## src/rtl/tx_frame_pkg.sv

```systemverilog
// Shared types and constants for the TX frame serializer.
// TX_FRAME_CRC8_EN adds the CRC state to the state enum.
package tx_frame_pkg;

    localparam int unsigned BYTE_W             = 8;
    localparam int unsigned DEF_PREAMBLE_BYTES = 4;
    localparam logic [7:0]  DEF_PREAMBLE_BYTE  = 8'h55;
    localparam logic [7:0]  DEF_SFD_BYTE       = 8'hD5;
    localparam logic [7:0]  CRC8_POLY          = 8'h07;

`ifdef TX_FRAME_CRC8_EN
    typedef enum logic [2:0] {S_IDLE, S_PRE, S_SFD, S_LEN, S_PAY, S_CRC} state_t;
`else
    typedef enum logic [2:0] {S_IDLE, S_PRE, S_SFD, S_LEN, S_PAY} state_t;
`endif

    // MSB-first CRC-8 update over one byte; no reflection, no final XOR.
    function automatic logic [7:0] crc8_byte(input logic [7:0] crc, input logic [7:0] data);
        logic [7:0] c;
        c = crc ^ data;
        for (int i = 0; i < 8; i++) begin
            c = c[7] ? (8'(c << 1) ^ CRC8_POLY) : 8'(c << 1);
        end
        return c;
    endfunction

endpackage

```

## src/rtl/tx_frame_serializer_dibit_shifter.sv

```systemverilog
// 8-bit MSB-first dibit shifter with a 2-bit dibit counter.
// last_c flags the strobe that emits the final dibit of the current byte.
module tx_frame_serializer_dibit_shifter
    import tx_frame_pkg::*;
(
    input  logic              clk,
    input  logic              reset,
    input  logic              sym_en,
    input  logic              active,
    input  logic              load,
    input  logic [BYTE_W-1:0] load_byte,
    output logic [1:0]        dibit_c,
    output logic              last_c
);

    logic [BYTE_W-1:0] sh_q;
    logic [1:0]        cnt_q;

    // A load (start or byte boundary) overrides the shift and restarts the count.
    always_ff @(posedge clk) begin
        if (reset) begin
            sh_q  <= '0;
            cnt_q <= '0;
        end else if (load) begin
            sh_q  <= load_byte;
            cnt_q <= '0;
        end else if (sym_en && active) begin
            sh_q  <= {sh_q[BYTE_W-3:0], 2'b00};
            cnt_q <= cnt_q + 2'd1;
        end
    end

    assign dibit_c = sh_q[BYTE_W-1:BYTE_W-2];
    assign last_c  = sym_en && active && (cnt_q == 2'd3);

endmodule

```

## src/rtl/tx_frame_serializer.sv

```systemverilog
// Frame builder: preamble, SFD, length, payload (+ CRC-8 when
// TX_FRAME_CRC8_EN is defined) serialized as MSB-first dibits.
module tx_frame_serializer
    import tx_frame_pkg::*;
#(
    parameter int unsigned PREAMBLE_BYTES = DEF_PREAMBLE_BYTES,
    parameter logic [7:0]  PREAMBLE_BYTE  = DEF_PREAMBLE_BYTE,
    parameter logic [7:0]  SFD_BYTE       = DEF_SFD_BYTE
) (
    input  logic       clk,
    input  logic       reset,
    input  logic       sym_en,
    input  logic       start,
    input  logic [7:0] tx_len,
    input  logic [7:0] byte_in,
    input  logic       byte_valid,
    output logic       byte_ready,
    output logic [1:0] to_lvds,
    output logic       busy,
    output logic       done,
    output logic       underrun
);

    localparam int unsigned PRE_CNT_W = 4;

    state_t                 state_q, state_d;
    logic [BYTE_W-1:0]      len_q, len_d;
    logic [PRE_CNT_W-1:0]   pre_cnt_q, pre_cnt_d;
    logic [BYTE_W-1:0]      pay_cnt_q, pay_cnt_d;
    logic                   underrun_d;
    logic                   done_d;
    logic                   load;
    logic [BYTE_W-1:0]      load_byte;
    logic [1:0]             dibit_c;
    logic                   last_c;
    logic                   active;
`ifdef TX_FRAME_CRC8_EN
    logic [BYTE_W-1:0]      crc_q, crc_d;
`endif

    assign active = (state_q != S_IDLE);

    tx_frame_serializer_dibit_shifter u_shifter (
        .clk       (clk),
        .reset     (reset),
        .sym_en    (sym_en),
        .active    (active),
        .load      (load),
        .load_byte (load_byte),
        .dibit_c   (dibit_c),
        .last_c    (last_c)
    );

    always_ff @(posedge clk) begin
        if (reset) state_q <= S_IDLE;
        else       state_q <= state_d;
    end

    // Next-state, byte selection at each boundary, and payload pop.
    always_comb begin
        state_d    = state_q;
        len_d      = len_q;
        pre_cnt_d  = pre_cnt_q;
        pay_cnt_d  = pay_cnt_q;
        underrun_d = underrun;
        done_d     = 1'b0;
        load       = 1'b0;
        load_byte  = '0;
        byte_ready = 1'b0;
`ifdef TX_FRAME_CRC8_EN
        crc_d      = crc_q;
`endif
        case (state_q)
            S_IDLE: begin
                if (start && (tx_len != 8'd0)) begin
                    state_d    = S_PRE;
                    len_d      = tx_len;
                    underrun_d = 1'b0;
                    load       = 1'b1;
                    load_byte  = PREAMBLE_BYTE;
                    pre_cnt_d  = '0;
`ifdef TX_FRAME_CRC8_EN
                    crc_d      = '0;
`endif
                end
            end
            S_PRE: begin
                if (last_c) begin
                    load = 1'b1;
                    if (pre_cnt_q == PRE_CNT_W'(PREAMBLE_BYTES - 1)) begin
                        load_byte = SFD_BYTE;
                        state_d   = S_SFD;
                    end else begin
                        load_byte = PREAMBLE_BYTE;
                        pre_cnt_d = pre_cnt_q + PRE_CNT_W'(1);
                    end
                end
            end
            S_SFD: begin
                if (last_c) begin
                    load      = 1'b1;
                    load_byte = len_q;
                    state_d   = S_LEN;
`ifdef TX_FRAME_CRC8_EN
                    crc_d     = crc8_byte(8'h00, len_q);
`endif
                end
            end
            S_LEN, S_PAY: begin
                if (last_c) begin
                    if ((state_q == S_PAY) && (pay_cnt_q == 8'd0)) begin
`ifdef TX_FRAME_CRC8_EN
                        load      = 1'b1;
                        load_byte = crc_q;
                        state_d   = S_CRC;
`else
                        state_d   = S_IDLE;
                        done_d    = 1'b1;
`endif
                    end else if (byte_valid) begin
                        load       = 1'b1;
                        load_byte  = byte_in;
                        byte_ready = 1'b1;
                        state_d    = S_PAY;
                        // pay_cnt holds payload bytes still to fetch after this one
                        pay_cnt_d  = ((state_q == S_LEN) ? len_q : pay_cnt_q) - 8'd1;
`ifdef TX_FRAME_CRC8_EN
                        crc_d      = crc8_byte(crc_q, byte_in);
`endif
                    end else begin
                        underrun_d = 1'b1;
                        state_d    = S_IDLE;
                    end
                end
            end
`ifdef TX_FRAME_CRC8_EN
            S_CRC: begin
                if (last_c) begin
                    state_d = S_IDLE;
                    done_d  = 1'b1;
                end
            end
`endif
            default: state_d = S_IDLE;
        endcase
    end

    always_ff @(posedge clk) begin
        if (reset) begin
            len_q     <= '0;
            pre_cnt_q <= '0;
            pay_cnt_q <= '0;
            to_lvds   <= 2'b00;
            busy      <= 1'b0;
            done      <= 1'b0;
            underrun  <= 1'b0;
`ifdef TX_FRAME_CRC8_EN
            crc_q     <= '0;
`endif
        end else begin
            len_q     <= len_d;
            pre_cnt_q <= pre_cnt_d;
            pay_cnt_q <= pay_cnt_d;
            busy      <= (state_d != S_IDLE);
            done      <= done_d;
            underrun  <= underrun_d;
`ifdef TX_FRAME_CRC8_EN
            crc_q     <= crc_d;
`endif
            if (sym_en) to_lvds <= active ? dibit_c : 2'b00;
        end
    end

endmodule

```

## config.mk

```make
export PLATFORM = sky130hd
export DESIGN_NAME = tx_frame_serializer
export DESIGN_NICKNAME = d
export VERILOG_FILES = /design/src/rtl/tx_frame_pkg.sv /design/src/rtl/tx_frame_serializer_dibit_shifter.sv /design/src/rtl/tx_frame_serializer.sv
export SDC_FILE = /design/constraint.sdc
export NUM_CORES = 1
export LEC_CHECK = 0
export CAP_MARGIN = 25
export CORE_UTILIZATION = 35
export DETAILED_ROUTE_END_ITERATION = 6
export PLACE_DENSITY = 0.58
export SETUP_SLACK_MARGIN = 0.3
export SYNTH_ARGS = -nofsm -noshare
export SYNTH_HDL_FRONTEND = slang
export SYNTH_SLANG_ARGS = --single-unit
```

## constraint.sdc

```tcl
create_clock -name clk -period 3.03 [get_ports clk]
set_input_delay 0.303 -clock clk [delete_from_list [all_inputs] [get_ports clk]]
set_output_delay 0.303 -clock clk [all_outputs]
set_load 0.03 [all_outputs]
```

==> impl_metrics.yaml <==
detailed_routing:
  drt_iter0_markers: 209
  drc: 0
  ant_nets: 0
  routedWlPerCell_um: 15.0
  routed_wl_mm: 5.08
  firstDrtPassIters: 4
  vias_per_cell: 5.49
  vias: 1867
cells_and_area:
  syn_to_final_growth_pct: 23.6
  final_cell_mix: "38 x dfxtp_1, 30 x nor2_1, 25 x clkdlybuf4s50_1, 20 x nand2_1"
  final_common_cell: "dfxtp_1"
  final_area_um2: 2480
  num_antenna_cells: 0
  nets: 291
  drive_above_1_share: 0.108
clocking:
  numCtsBuffers: 5
  cts_sinks: 38
  cts_tree: "built"
  h-tree-depth: 2
  cts_buffer_depth: 2
  clkLatencyLatePin_ps: 300
  cts_hold_buf: 0
  path_clk_slew_ps: 80
  cts_root_buf: "clkbuf_8"
logic_synthesis:
  synth-edff-count: 0
  synth-warning-count: 0
  syn-num-nets: 261
  syn_avg_cell_area_um2: 8.47
  synth_flop_cell: "dfxtp_1"
  seq_area_frac_synth: 0.379
  async_flop_share: 0
  ys_seq_elements: 38
  synthCells: 237
  syn-cell-area_um2: 2010
  synth_cell_type_count: 52
power:
  intPower_uw: 780
  seqPwrFrac: 0.509
  power_frac_comb: 0.146
  clock_power_share: 0.346
  power_uw: 1060
  p_per_area_nw_per_um2: 426
  leakagePower_uw: 0.000929
  ir_worst_vdd_uv: 261
  power.switching_uw: 278
  switching_share: 0.263
run_status:
  status: "complete, no violations"
critical_path:
  critPathMaxStageDelay_ps: 550
  path_delay_family: "simple AND/OR/NAND/NOR gates"
  arrival_ps: 2820
  cp.required_ps: 3220
  slowest_stage: "or4b_4"
  cp_cell_sequence: "or4_4, or4b_4, nand2_4, inv_2, buf_4, or3b_1, a211o_1"
  cp-start-kind: "register"
  crit_buf_inv: 2
  crit_path_end_kind: "register"
  path_max_fanout: 11
  r2r_start: "pay_cnt_q[2]"
  critical_path_class: "register to register"
  critPathLaunch: "pay_cnt_q[2]"
sta:
  maxSlewViolCount: 0
  setup_tns_ps: 0
  relSlewSlack: 0.617
  fin_crit_sh: 0.870
  finalSetupViolCount: 0
  final.setup_skew_ps: 7.82
  min_period_ps: 2640
  rsz0062_at_grt: "false"
  finalWorstSetupSlack_ps: 393
  worst_pin_slew_ps: 574
  fmax_ghz: 0.379
  final_hold_viol_count: 0
floorplan:
  die_y_um: 77.7
  num_io_pins: 27
  fp.dieW_um: 77.7
  initial_utilization: 0.365
  core_um2: 5510
  rows: 27
  dieArea_um2: 6040
worst_hold_path:
  hp-class: "register to register"
  min_from: "u_shifter.sh_q[4]"
flow_run:
  drv_cap: 0
global_route:
  grt_pass1_wl_mm: 8.80
  grtUsageMet1: 0.259
  top_usage_layer: "met2"
  grt_pass1_vias: 1797
  grt_max_degree: 21
  grtUsageMet2: 0.282
  track_usage: 0.186
  antenna_found_initial: 0
  met3_usage: 0.0400
  grt-ovfl-total: 0
placement:
  place_congestion: 0.815
  io_buffers: 26
  post-place-ws_ps: 366
  placed_area_um2: 2390
  post-dp-hpwl_mm: 3.71
-- layer usage --
layer | routed length (um) | vias up
met5 | 0 | -
met4 | 76 | 0
met3 | 208 | 6
met2 | 2320 | 42
met1 | 2480 | 878
li1 | - | 941
-- flip-flops by register name (all words and copies together), names as in the netlist --
| name | cells |
|---|---|
| len_q | 8 |
| state_q | 3 |
| to_lvds | 2 |
| done | 1 |
| u_shifter.sh_q | 8 |
| underrun | 1 |
| pay_cnt_q | 8 |
| pre_cnt_q | 4 |
| u_shifter.cnt_q | 2 |
| busy | 1 |
-- cell type report --
class                      instances  area, um2
clock buffer                       6       82.6
inverter                           3       11.3
multi-input combinational        184       1200
timing repair buffer              35        323
clock inverter                     2       12.5
fill                             531       3020
tap                               72       90.1
sequential                        38        761
-- per-stage QoR --
step | hold WS, ps | instances | utilization
4_1_cts | 467 | 340 | 0.451
5_1_grt | 509 | 340 | 0.451
3_5_place_dp | 457 | 332 | 0.434
6_report | 462 | 340 | 0.451
3_3_place_gp | 456 | 332 | 0.434
2_1_floorplan | 424 | 237 | -
-- synthesized netlist by cell type (4+ instances only) --
master	count	area share
a211o_1	5	0.022
a211oi_1	4	0.015
a21oi_1	14	0.035
a221oi_1	4	0.017
a22oi_1	4	0.015
a31oi_1	4	0.012
clkbuf_1	9	0.017
dfxtp_1	38	0.38
mux2i_1	13	0.065
nand2_1	20	0.037
nand3_1	8	0.020
nand3b_1	4	0.015
nor2_1	30	0.056
nor3_1	10	0.025
nor4_1	4	0.012
o21ai_0	14	0.035
-- power groups by stage --
| stage | combinational, uW | clock (uW) | sequential [uW] |
|---|---|---|---|
| 2_1_floorplan | 91.3 | 0 | 546 |
| 3_3_place_gp | 153 | 0 | 550 |
| 3_5_place_dp | 152 | 0 | 549 |
| 4_1_cts | 154 | 378 | 538 |
| 5_1_grt | 169 | 403 | 541 |
| 6_report | 154 | 365 | 538 |
-- what timing repair did --
action | CTS | global route
resized for setup | 1 | 3
pin swaps | 0 | 0
setup endpoints to repair | 1 | 2
buffers inserted | 0 | 0
-- logic make-up after synthesis --
group	share of synthesized area
adders and majority gates	0.0187
buffers and inverters	0.0312
AOI/OAI and AO/OA	0.234
muxes	0.0648
and+or+nand+nor	0.255
xor gates and xnor gates	0.0174
DFF	0.379
-- final timing paths --
path                            depth (start not counted)           endpoint  slack (ps)
worst min register to register                          2  u_shifter.sh_q[6]         460
worst min-delay path                                    2  u_shifter.sh_q[6]         460
worst max-delay path                                    7               busy         390
worst max register to register                          7               busy         390
-- worst min-delay path, stage by stage (launching register included) --
cell	delay, ps
dfxtp_1	330
nand2_1	40
o21ai_0	60
Note: power is estimated with default switching activity, not from simulation.
==> RTL change, RTL diff (same settings) <==
Change the localparam `PRE_CNT_W` from 4 to 3.
--- a/src/rtl/tx_frame_serializer.sv
+++ b/src/rtl/tx_frame_serializer.sv
@@ -21,7 +21,7 @@
     output logic       underrun
 );
 
-    localparam int unsigned PRE_CNT_W = 4;
+    localparam int unsigned PRE_CNT_W = 3;
 
     state_t                 state_q, state_d;
     logic [BYTE_W-1:0]      len_q, len_d;
Function: no difference found for any inputs over 10 cycles, from zero or initial values and one cycle with reset high; that may be too few to reach the edited logic, so the function may still have changed.
==> RTL change against the unedited design <==
- final area shrank 1.2%
- clock power shrank 3%
- area after synthesis increased by 1.2%
- worst setup slack improved by 160 ps
- first-iteration DRC count shrank 56%
- routed wire length rose by 1.6%
- sequential cell count decreased by 1
- non-clock buffer count rose by 1
- final cell count shrank 1.2%
- count of clock-buffer cells in the layout rose by 1
- sequential share of layout area is 0.46 points lower
- clock skew down 2.3 ps
- hold slack got worse by 3.1 ps
- power fell by 5.1%
- critical endpoint is now byte_ready
- largest power group unchanged
==> RTL change: results (changes against the unedited design) <==
[metrics] met3 GRT Util: 3.72% (-0.28 points)
[metrics] global-route wire length before repair: 8710 um (-0.94%)
[metrics] maximum fanout encountered on the critical timing path: 15 (+4)
[metrics] worst-case clock skew: 5.49 ps (-2.33 ps)
[metrics] total met2 wirelength after detailed routing: 2370 um (+2.5%)
[metrics] r2r startpoint: state_q[2]
[metrics] peak supply drop: 243 uV (-7.0%)
[metrics] wirelength, routed: 5170 um (+1.6%)
[metrics] launching element of the worst setup path: pay_cnt_q[1]
[metrics] worst hold path startpoint: pre_cnt_q[1]
[metrics] met1 GRT Util: 24.2% (-1.7 points)
[metrics] slowest stage delay, CP: 390 ps (-160 ps)
[metrics] most frequent cells after synthesis: 37 x dfxtp_1, 29 x nor2_1, 20 x nand2_1
[metrics] largest cells by area after synthesis: dfxtp_1 36%, mux2i_1 6.9%, nor2_1 5.4%
[metrics] net count after synthesis: 264 (+1.1%)
[metrics] final RePlAce weighted congestion: 0.819 (+0.53%)
[metrics] leakage power of the design: 0.000907 uW (-2.3%)
[metrics] total global-route track usage: 18.2% (-0.40 points)
[metrics] run status: finished clean
[metrics] reported net switching power: 254 uW (-8.6%)
[metrics] r2r worst-path depth: 10 (+3)
[metrics] R2R Setup Slk: 720 ps (+330 ps)
[metrics] number of global-route vias before repair: 1,725 (-4.0%)
[metrics] number of nets in the finished design: 289 (-0.69%)
[metrics] maximum number of pins on one net before global-route repair: 24 (+14%)
[metrics] fraction of final layout cells sized beyond drive strength 1: 11.7% (+0.92 points)
[metrics] total met3 wirelength after detailed routing: 229 um (+10%)
[RTL change: power groups by stage]
stage | combinational, uW | sequential (uW) | clock [uW]
global route | 143 | 520 | 388
global placement | 130 | 529 | 0
floorplan | 77.2 | 525 | 0
detailed placement | 131 | 529 | 0
CTS | 131 | 518 | 365
finish | 131 | 518 | 354
[RTL change: area by class of cell]
class,instances,area (um^2)
clock buffers,7,86.3
fillers,561,3090
well taps,72,90.1
repair buffers,36,334
multi-input cells,181,1190
flip-flops and latches,37,741
inverters,3,16.3
[RTL change: cell families (layout without fill, tap and decap cells)]
logic type	Yosys count	count (layout)	share of synthesized area, %
flops	37	37	36.5
compound gates	54	54	19.8
xor+xnor	6	6	2.59
fa+ha+maj	4	4	2.46
buf+inv	21	46	5.48
simple gates	102	102	25.8
mux	15	15	7.45
[RTL change: per-stage QoR]
step	total power (uW)	hold slack, ps	worst slack, ps	util (%)	instances
3_3_place_gp	659	452	459	42.6	328
5_1_grt	1050	501	442	44.3	336
6_report	1000	459	552	44.3	336
4_1_cts	1010	467	534	44.3	336
2_1_floorplan	602	440	467	-	239
3_5_place_dp	660	457	437	42.6	328
[RTL change: critical path, delay by kind of cell, from the launching register on]
family                 cells  cell delay, ps
AND/OR/NAND/NOR            2             630
buffers and inverters      2             520
AO/OA/AOI/OAI              1             380
flip-flops                 1             360
[RTL change: worst max-delay path by stage]
stage               depth (start not counted)      endpoint  slack, ps
detailed placement                          6    byte_ready        440
floorplan                                  12  pay_cnt_q[4]        470
global placement                            6    byte_ready        460
finish                                      5    byte_ready        550
global route                                5    byte_ready        440
CTS                                         5    byte_ready        530
[RTL change: repair_timing]
action	4_1_cts	5_1_grt
setup endpoints to repair	1	0
gates resized for setup	2	0
setup buffers	1	0
